`src/rtl/hex_display_driver.sv`:
```
// rtl/hex_display_driver.sv - serial back end for the 16-character 5x7 dot-matrix hex display
module hex_display_driver #(
    parameter int         DIV_HALF  = 27,
    parameter logic [7:0] CTRL_WORD = 8'h7F
) (
    input  logic        clk,
    input  logic        reset,
    input  logic [63:0] hex_data,
    input  logic        blank,
    output logic        disp_clock,
    output logic        disp_data_out,
    output logic        disp_rs,
    output logic        disp_ce_b,
    output logic        disp_reset_b,
    output logic        disp_blank,
    output logic        frame_done
);

    localparam logic [2:0] ST_RST_PULSE  = 3'd0;
    localparam logic [2:0] ST_CTRL_LOAD  = 3'd1;
    localparam logic [2:0] ST_CTRL_LATCH = 3'd2;
    localparam logic [2:0] ST_DATA_LOAD  = 3'd3;
    localparam logic [2:0] ST_DATA_LATCH = 3'd4;

    localparam int               DIV_W     = (DIV_HALF > 1) ? $clog2(DIV_HALF) : 1;
    localparam logic [DIV_W-1:0] DIV_LAST  = DIV_W'(DIV_HALF - 1);
    localparam logic [9:0]       CTRL_LAST = 10'd7;
    localparam logic [9:0]       DATA_LAST = 10'd639;

    function automatic logic [39:0] glyph(input logic [3:0] nib);
        logic [39:0] g;
        case (nib)
            4'h0:    g = 40'h3E_51_49_45_3E;
            4'h1:    g = 40'h00_42_7F_40_00;
            4'h2:    g = 40'h42_61_51_49_46;
            4'h3:    g = 40'h21_41_45_4B_31;
            4'h4:    g = 40'h18_14_12_7F_10;
            4'h5:    g = 40'h27_45_45_45_39;
            4'h6:    g = 40'h3C_4A_49_49_30;
            4'h7:    g = 40'h01_71_09_05_03;
            4'h8:    g = 40'h36_49_49_49_36;
            4'h9:    g = 40'h06_49_49_29_1E;
            4'hA:    g = 40'h7E_11_11_11_7E;
            4'hB:    g = 40'h7F_49_49_49_36;
            4'hC:    g = 40'h3E_41_41_41_22;
            4'hD:    g = 40'h7F_41_41_22_1C;
            4'hE:    g = 40'h7F_49_49_49_41;
            default: g = 40'h7F_09_09_09_01;
        endcase
        return g;
    endfunction

    // Serial bit idx of a frame: char idx/40 (leftmost first), column byte, MSB first.
    function automatic logic dot_bit(input logic [63:0] frame, input logic [9:0] idx);
        logic [3:0]  ch;
        logic [5:0]  rem;
        logic [39:0] shifted;
        logic [7:0]  col_byte;
        ch       = 4'(idx / 10'd40);
        rem      = 6'(idx % 10'd40);
        shifted  = glyph(frame[{~ch, 2'b00} +: 4]) << {rem[5:3], 3'b000};
        col_byte = shifted[39:32];
        return col_byte[~rem[2:0]];
    endfunction

    logic [2:0]       state;
    logic [DIV_W-1:0] div_cnt;
    logic [2:0]       tick_cnt;
    logic [9:0]       bit_cnt;
    logic [9:0]       bit_nxt;
    logic [63:0]      frame;
    logic             first_done;
    logic             tick;

    assign tick    = (div_cnt == DIV_LAST);
    assign bit_nxt = bit_cnt + 10'd1;

    always_ff @(posedge clk) begin
        if (reset) begin
            state         <= ST_RST_PULSE;
            div_cnt       <= '0;
            tick_cnt      <= '0;
            bit_cnt       <= '0;
            frame         <= '0;
            first_done    <= 1'b0;
            disp_clock    <= 1'b0;
            disp_data_out <= 1'b0;
            disp_rs       <= 1'b0;
            disp_ce_b     <= 1'b1;
            disp_reset_b  <= 1'b0;
            disp_blank    <= 1'b1;
            frame_done    <= 1'b0;
        end else begin
            frame_done <= 1'b0;
            disp_blank <= first_done ? blank : 1'b1;
            div_cnt    <= tick ? '0 : div_cnt + 1'b1;
            if (tick) begin
                case (state)
                    ST_RST_PULSE: begin
                        if (tick_cnt == 3'd7) begin
                            state         <= ST_CTRL_LOAD;
                            disp_reset_b  <= 1'b1;
                            disp_rs       <= 1'b1;
                            disp_ce_b     <= 1'b0;
                            bit_cnt       <= '0;
                            disp_data_out <= CTRL_WORD[7];
                        end else begin
                            tick_cnt <= tick_cnt + 1'b1;
                        end
                    end
                    ST_CTRL_LOAD: begin
                        if (!disp_clock) begin
                            disp_clock <= 1'b1;
                        end else begin
                            disp_clock <= 1'b0;
                            if (bit_cnt == CTRL_LAST) begin
                                state     <= ST_CTRL_LATCH;
                                disp_ce_b <= 1'b1;
                                tick_cnt  <= '0;
                                frame     <= hex_data;
                            end else begin
                                bit_cnt       <= bit_nxt;
                                disp_data_out <= CTRL_WORD[~bit_nxt[2:0]];
                            end
                        end
                    end
                    ST_DATA_LOAD: begin
                        if (!disp_clock) begin
                            disp_clock <= 1'b1;
                        end else begin
                            disp_clock <= 1'b0;
                            if (bit_cnt == DATA_LAST) begin
                                state      <= ST_DATA_LATCH;
                                disp_ce_b  <= 1'b1;
                                tick_cnt   <= '0;
                                frame      <= hex_data;
                                frame_done <= 1'b1;
                                first_done <= 1'b1;
                            end else begin
                                bit_cnt       <= bit_nxt;
                                disp_data_out <= dot_bit(frame, bit_nxt);
                            end
                        end
                    end
                    ST_CTRL_LATCH, ST_DATA_LATCH: begin
                        // Both latch states hold ce_b high for two ticks, then start a dot frame.
                        if (tick_cnt == 3'd1) begin
                            state         <= ST_DATA_LOAD;
                            disp_rs       <= 1'b0;
                            disp_ce_b     <= 1'b0;
                            bit_cnt       <= '0;
                            disp_data_out <= dot_bit(frame, 10'd0);
                        end else begin
                            tick_cnt <= tick_cnt + 1'b1;
                        end
                    end
                    default: begin
                        state <= ST_RST_PULSE;
                    end
                endcase
            end
        end
    end

endmodule

```
`config.mk`:
```
export PLATFORM = sky130hd
export DESIGN_NAME = hex_display_driver
export DESIGN_NICKNAME = d
export VERILOG_FILES = /design/src/rtl/hex_display_driver.sv
export SDC_FILE = /design/constraint.sdc
export NUM_CORES = 1
export LEC_CHECK = 0
export ABC_AREA = 1
export CORE_MARGIN = 2
export CORE_UTILIZATION = 50
export CTS_CLUSTER_DIAMETER = 200
export DETAILED_ROUTE_END_ITERATION = 7
export PLACE_DENSITY_LB_ADDON = 0.2
export REMOVE_ABC_BUFFERS = 1
export SYNTH_ARGS = -nofsm -noshare
export SYNTH_HDL_FRONTEND = slang
export SYNTH_SLANG_ARGS = --single-unit
```
`constraint.sdc`:
```
create_clock -name clk -period 7 [get_ports clk]
set_input_delay 1.05 -clock clk [delete_from_list [all_inputs] [get_ports clk]]
set_output_delay 1.05 -clock clk [all_outputs]
set_load 0.005 [all_outputs]
```
==> impl_metrics.yaml, run 1 <==
layout:
  synthToLayoutAreaGrowth_pct: 16.4
  final_area_sq_um: 6820
  drive_gt1_share_pct: 7.34
  fin_nets: 1020
  diodes: 0
power:
  ir_worst_vdd_uv: 170
  seqPwrFrac_pct: 50.9
  p_int_mw: 0.816
  sw_frac_of_total_pct: 21.9
  p_clk_share_pct: 43.8
  total_power_mw: 1.04
  p_leak_nw: 2.76
  power_density_nw_per_um2: 153
  p_sw_mw: 0.229
  combPwrFrac_pct: 5.3
run:
  max_cap_viol_count: 0
yosys:
  syn_inst: 896
  synth-edff-count: 0
  synth_seq_cells: 93
  async_flop_share_pct: 0
  synth_top_area_share_pct: 31.8
  yosysMostFrequentCell: "nand2_1"
  synthTopCellsByArea: "dfxtp_1 32%, nand3_1 12%, nand2_1 10%"
  synth_area_sq_um: 5860
  ys_seq_area_share_pct: 31.8
  yosysTopAreaCell: "dfxtp_1"
  synthFlopType: "dfxtp_1"
  synth_warnings: 0
  synthTopCellsByCount: "163 x nand2_1, 135 x nand3_1, 117 x inv_1"
  synth_cell_types: 44
  postSynthAreaPerCell_sq_um: 6.54
placement:
  port-buffer-count: 73
  place_congestion: 0.950
  postPlaceCellArea_sq_um: 6550
  hpwl_mm: 10.2
  preCtsSetupSlack_ns: 0.916
sta:
  finClkSkew_ns: 0.00756
  setup_slack_ns: 0.818
  worst_pin_slew_ns: 0.880
  finalMaxSlewViolations: 0
  slew_headroom_pct: 41.4
  max_freq_ghz: 0.162
  finalSetupTns_ns: 0
  period_needed_ns: 6.18
  finalSetupViolations: 0
  rsz0062_at_grt: "no"
  period_share_pct: 88.3
  hold_viol: 0
routing:
  routedWlPerCell_um: 13.2
  postRouteAntennaNets: 0
  avgViaCountPerCell: 5.39
  totalWireLength_mm: 14.3
  drt_first_iter_violations: 535
  drcViolationCount: 0
  drtPass1Iterations: 7
  vias: 5836
setup_path:
  crit_cells: 37
  cp-start-kind: "flop"
  cp-end-kind: "flop"
  cp_top_family: "simple AND/OR/NAND/NOR gates"
  reg2regPathDepth: 37
  required_ns: 7.24
  crit_buf_inv: 2
  path_max_fanout: 33
  cp_slowest_cell: "dfxtp_1"
  cpMostUsedCell: "nand2_1"
  critPathKind: "reg2reg"
  cp_slowest_stage_delay_ns: 0.52
  crit_arrival_ns: 6.42
clock_network:
  cts_made_buffers: 9
  clk_pin_slew_ns: 0.06
  cts_hold_buf: 0
  cts_tree: "built"
  post_cts_buffers: 0
  clkLatencyLatePin_ns: 0.35
  cts_resized: 0
  root_buffer: "clkbuf_16"
  cts.sinks: 93
  clock_path_buffers: 2
  cts.htree.levels: 3
die:
  dieHeight_um: 112
  placementRows: 39
  start_util_pct: 51.3
  pin_count: 74
  core_sq_um: 11400
  die_w_um: 112
  dieArea_sq_um: 12600
global_routing:
  grt_pass1_wl_mm: 24.1
  grt_usage_pct: 23.0
  antenna_found_initial: 0
  grt-busiest-layer: "met2"
  met1_usage_pct: 31.1
  overflow: 0
  grtUsageMet2_pct: 36.5
  use_met3_pct: 5.24
  grt_start_max_net_pins: 85
  grt_pass1_vias: 5219
worst_hold_path:
  holdPathStages: 2
  min_path_type: "reg2reg"
outcome:
  status: "finished, final reports clean"
==> final timing paths <==
kind	startpoint	end	slack [ns]
worst min-delay path	frame[60]	frame[60]	0.45
worst min register to register	frame[60]	frame[60]	0.45
worst max register to register	bit_cnt[0]	disp_data_out	0.82
worst max-delay path	bit_cnt[0]	disp_data_out	0.82
==> power by group through the flow <==
stage	sequential [mW]	clock [mW]	combinational [mW]
after floorplan	0.543	0	0.0132
final	0.532	0.458	0.0554
after global routing	0.531	0.494	0.0610
after global placement	0.544	0	0.0553
after detailed placement	0.544	0	0.0554
after CTS	0.532	0.468	0.0558
==> worst reg2reg max path, delay by kind of cell (launching register included) <==
family	cells	cell delay [ns]
buffers and inverters	2	0.17
adder cells (fa/ha/maj)	2	0.57
AND/OR/NAND/NOR	29	4.30
AO/OA/AOI/OAI	4	0.49
flip-flops	1	0.52
==> state kept, by name (all words and copies together) (netlist names) <==
register / flops
disp_blank: 1
tick_cnt: 3
disp_data_out: 1
state: 3
div_cnt: 5
disp_rs: 1
disp_clock: 1
first_done: 1
bit_cnt: 10
disp_ce_b: 1
frame_done: 1
disp_reset_b: 1
frame: 64
==> cell usage in the layout (no fill, tap or decap), types with 5 or more instances in the layout <==
cell type / instances
a21oi_1: 92
nand3_1: 135
nand3_2: 8
nand2_1: 162
o21ai_1: 8
a22oi_1: 7
nand2_4: 6
o21ai_0: 78
dfxtp_1: 93
nor3_1: 6
xor2_1: 5
ha_1: 17
inv_2: 13
inv_1: 117
nand4_1: 5
nand2_2: 10
clkbuf_16: 9
clkdlybuf4s50_1: 73
nor2_1: 52
==> metrics by stage <==
| step | utilization (%) | hold slack (ns) | instances |
|---|---|---|---|
| CTS | 59.7 | 0.448 | 1083 |
| global route | 59.7 | 0.466 | 1083 |
| detailed placement | 57.3 | 0.438 | 1068 |
| finish | 59.7 | 0.449 | 1083 |
| floorplan | - | 0.426 | 850 |
| global placement | 57.3 | 0.434 | 1068 |
==> routing by layer <==
metal	up-vias	wire length, um
li1	3020	-
met1	2621	6770
met2	166	6420
met3	29	763
met4	0	323
met5	-	0
==> layout make-up <==
| cell class | count | area (sq um) |
|---|---|---|
| fill | 1106 | 4600 |
| multi-input combinational | 625 | 3270 |
| sequential | 93 | 1860 |
| timing repair buffer | 75 | 746 |
| inverter | 132 | 495 |
| clock buffer | 10 | 239 |
| tap | 143 | 179 |
| clock inverter | 5 | 35.0 |
==> cells by family after synthesis <==
family	after synthesis	share of synthesized area (%)
AO/OA/AOI/OAI	205	19.2
XOR/XNOR	6	1.03
adder cells (fa/ha/maj)	17	3.63
buffers and inverters	178	12.6
flip-flops	93	31.8
AND/OR/NAND/NOR	397	31.8
No activity file was read; power rests on OpenSTA's default activity.
==> inputs of run 2 (changes only) <==
MAX_ROUTING_LAYER = met4   (was default)
SKIP_CTS_REPAIR_TIMING = 1   (was default)
==> run 2 against run 1 <==
Combinational power down 1%. Sequential cell count unchanged. Utilization up 0.18 points. Routed wire length up 0.38%. Design area up 0.29%. Global-route usage up 0.97 points. Highest routed layer unchanged.
==> impl_metrics.yaml, run 2 (synthesis gave the netlist of run 1 again) <==
outcome:
  status: "finished, final reports clean"
setup_path:
  crit_buf_inv: 3
  cpMostUsedCell: "nand2_1"
  cp-start-kind: "flop"
  critPathKind: "reg2reg"
  cp_top_family: "simple AND/OR/NAND/NOR gates"
  cp_slowest_cell: "dfxtp_1"
  crit_arrival_ns: 6.32
  path_max_fanout: 33
  required_ns: 7.29
  cp-end-kind: "flop"
  cp_slowest_stage_delay_ns: 0.53
  rrSetupSlack_ns: 0.98
routing:
  drt_first_iter_violations: 493
  vias: 5813
  drcViolationCount: 0
  totalWireLength_mm: 14.3
  drtPass1Iterations: 5
  postRouteAntennaNets: 0
  avgViaCountPerCell: 5.36
  routedWlPerCell_um: 13.2
clock_network:
  clkLatencyLatePin_ns: 0.36
  cts.htree.levels: 3
  cts_tree: "built"
  cts.sinks: 93
  clock_path_buffers: 2
  root_buffer: "clkbuf_16"
  clk_pin_slew_ns: 0.07
  cts_made_buffers: 9
sta:
  hold_viol: 0
  finalSetupViolations: 0
  finClkSkew_ns: 0.00738
  rsz0062_at_grt: "no"
  max_freq_ghz: 0.166
  finalSetupTns_ns: 0
  period_share_pct: 86.1
  period_needed_ns: 6.02
  setup_slack_ns: 0.976
  worst_pin_slew_ns: 0.809
  finalMaxSlewViolations: 0
  slew_headroom_pct: 46.1
die:
  placementRows: 39
  pin_count: 74
  dieArea_sq_um: 12600
  start_util_pct: 51.3
  dieHeight_um: 112
  die_w_um: 112
  core_sq_um: 11400
layout:
  fin_nets: 1020
  final_cell_mix: "162 x nand2_1, 135 x nand3_1, 117 x inv_1"
  diodes: 0
  largest_register_ffs: 64
  fin_util_pct: 59.9
  layout_commonest_cell: "nand2_1"
  synthToLayoutAreaGrowth_pct: 16.8
  top_regs: "frame: 64 flops, bit_cnt: 10 flops, div_cnt: 5 flops"
  drive_gt1_share_pct: 7.33
  registers.top_by_ff_count: "frame"
placement:
  place_congestion: 0.941
  hpwl_mm: 10.2
  preCtsSetupSlack_ns: 0.888
  port-buffer-count: 73
run:
  max_cap_viol_count: 0
power:
  p_int_mw: 0.829
  total_power_mw: 1.06
  p_sw_mw: 0.232
  ir_worst_vdd_uv: 170
  seqPwrFrac_pct: 50.1
  p_leak_nw: 2.77
  power_density_nw_per_um2: 155
  combPwrFrac_pct: 5.2
  p_clk_share_pct: 44.7
  sw_frac_of_total_pct: 21.8
global_routing:
  overflow: 0
  grt_pass1_vias: 5168
  antenna_found_initial: 0
  grt_usage_pct: 24.0
  grt_pass1_wl_mm: 24.2
  grt_start_max_net_pins: 85
worst_hold_path:
  min_path_type: "reg2reg"
## run 2: cell count changes in the layout (fill, tap and decap cells not counted), sizes merged
cell    change
clkbuf      +2
clkinv      -1
## run 2: power groups by stage
stage	logic (mW)	registers, mW	clock network (mW)
after global placement	0.0554	0.544	0
after global routing	0.0614	0.531	0.503
after CTS	0.0556	0.532	0.478
final	0.0548	0.532	0.474
after detailed placement	0.0555	0.544	0
after floorplan	0.0132	0.543	0
## run 2: worst reg2reg max path, delay by kind of cell, from the launching register on
kind | cells | cell delay [ns]
simple gates | 31 | 4.17
buf+inv | 3 | 0.29
flops | 1 | 0.53
compound gates | 3 | 0.37
fa+ha+maj | 2 | 0.61
## run 2: through the flow
step,instance area (sq um),instances,hold WS (ns)
floorplan,5620,850,0.426
global placement,6550,1068,0.437
detailed placement,6550,1068,0.438
CTS,6830,1084,0.448
global route,6840,1084,0.463
finish,6840,1084,0.446
## run 2: area by class of cell
class                           instances  area, sq um
Clock buffer                           12          256
Fill cell                            1120         4580
Timing Repair Buffer                   75          746
Sequential cell                        93         1860
Tap cell                              143          179
Clock inverter                          4         30.0
Multi-Input combinational cell        625         3270
Inverter                              132          495
## run 2: per-layer routing
metal  wire length, um  track usage [%]
met2              6330             36.1
met3               643             3.62
met4               371             10.6
met1              6980             32.1
met5                 0                -
## run 2: worst paths after layout
| kind | start | end | cells after the start |
|---|---|---|---|
| setup / recovery | bit_cnt[0] | disp_data_out | 39 |
| hold / removal | frame[56] | frame[56] | 2 |
| setup reg to reg | bit_cnt[0] | disp_data_out | 39 |
| hold reg to reg | frame[56] | frame[56] | 2 |
==> inputs of run 3 (changes only) <==
GPL_ROUTABILITY_DRIVEN = 0   (was default)
==> run 3 against run 2 <==
Clock power fell by 1%. Worst hold slack improved by 0.0035 ns. Die area did not move. Critical endpoint unchanged. Largest power group unchanged.
==> impl_metrics.yaml, run 3 (synthesis gave the netlist of run 1 again) <==
placement:
  port-buffer-count: 73
  postPlaceCellArea_sq_um: 6550
  placed_cells: 1068
  hpwl_mm: 10.2
  preCtsSetupSlack_ns: 0.908
power:
  ir_worst_vdd_uv: 106
  power_density_nw_per_um2: 154
  p_leak_nw: 2.77
clock_network:
  clock_path_buffers: 2
  cts.htree.levels: 3
  cts_made_buffers: 9
  clkLatencyLatePin_ns: 0.35
  root_buffer: "clkbuf_16"
  cts.sinks: 93
  cts_tree: "built"
  clk_pin_slew_ns: 0.07
setup_path:
  critPathKind: "reg2reg"
  cpMostUsedCell: "nand2_1"
  cp-end-kind: "flop"
  timing.rr.start: "bit_cnt[0]"
  required_ns: 7.28
  cp_top_family: "simple AND/OR/NAND/NOR gates"
  cp_slowest_stage_delay_ns: 0.53
  r2r-end: "disp_data_out"
  cp-start-kind: "flop"
  crit_buf_inv: 3
  crit_arrival_ns: 6.52
  path_max_fanout: 33
  reg2regPathDepth: 37
  crit_path_start: "bit_cnt[0]"
  rrSetupSlack_ns: 0.77
  cp_slowest_cell: "dfxtp_1"
layout:
  fillers: 1160
  fin_util_pct: 59.8
  stdcell_count: 1084
  largest_register_ffs: 64
  diodes: 0
  top_regs: "frame: 64 flops, bit_cnt: 10 flops, div_cnt: 5 flops"
  final_area_sq_um: 6830
  synthToLayoutAreaGrowth_pct: 16.5
  drive_gt1_share_pct: 7.44
  final_cell_mix: "162 x nand2_1, 135 x nand3_1, 117 x inv_1"
  fin_nets: 1020
  registers.top_by_ff_count: "frame"
  layout_commonest_cell: "nand2_1"
worst_hold_path:
  min_from: "frame[1]"
  min_path_type: "reg2reg"
  hold_path_end: "frame[1]"
  holdPathStages: 2
die:
  die_w_um: 112
  dieHeight_um: 112
  start_util_pct: 51.3
  dieArea_sq_um: 12600
  pin_count: 74
  core_sq_um: 11400
  placementRows: 39
routing:
  vias: 5814
  drt_first_iter_violations: 529
  avgViaCountPerCell: 5.36
  routedWlPerCell_um: 13.2
  drtPass1Iterations: 7
  totalWireLength_mm: 14.3
  postRouteAntennaNets: 0
  drcViolationCount: 0
sta:
  period_needed_ns: 6.23
  finalSetupTns_ns: 0
  rsz0062_at_grt: "no"
  hold_viol: 0
  period_share_pct: 89.0
  slew_headroom_pct: 34.2
  worst_pin_slew_ns: 0.987
  finalSetupViolations: 0
  max_freq_ghz: 0.160
  setup_slack_ns: 0.767
  finalMaxSlewViolations: 0
  finClkSkew_ns: 0.00781
outcome:
  status: "finished, final reports clean"
global_routing:
  grt_pass1_vias: 5252
  grt_start_max_net_pins: 113
  overflow: 0
  antenna_found_initial: 0
  grt_pass1_wl_mm: 24.5
  grt_usage_pct: 23.9
run:
  max_cap_viol_count: 0
run 3: cell type report:
class                   instances  area (sq um)  area share [%]
flip-flops and latches         93          1860            27.3
repair buffers                 75           746            10.9
clock inverters                 7          56.3           0.824
clock buffers                   9           225            3.30
inverters                     132           495            7.26
multi-input cells             625          3270            47.8
well taps                     143           179            2.62
run 3: layer usage:
layer	global-route usage, %	routed length [um]
met5	-	0
met4	6.83	331
met3	3.67	751
met2	36.5	6280
met1	32.9	6910
run 3: worst max-delay path by stage:
stage / to / cells after the start
after floorplan: disp_data_out / 42
after global placement: disp_data_out / 39
after detailed placement: disp_data_out / 37
after CTS: disp_data_out / 39
after global routing: disp_data_out / 39
final: disp_data_out / 37
run 3: metrics by stage:
step	total power, mW	hold slack (ns)
global route	1.09	0.465
CTS	1.06	0.452
detailed placement	0.599	0.441
global placement	0.599	0.435
finish	1.05	0.449
floorplan	0.557	0.426
run 3: worst reg2reg max path, delay by kind of cell, from the launching register on:
kind,cells,cell delay (ns)
buffers and inverters,3,0.29
and+or+nand+nor,28,4.10
DFF,1,0.53
AOI/OAI and AO/OA,4,0.61
adders and majority gates,2,0.63
run 3: power by group:
| group | internal, mW | switching, mW | total, mW |
|---|---|---|---|
| sequential | 0.530 | 0.00122 | 0.531 |
| combinational | 0.0368 | 0.0185 | 0.0552 |
| clock | 0.246 | 0.222 | 0.468 |
| total | 0.813 | 0.242 | 1.05 |
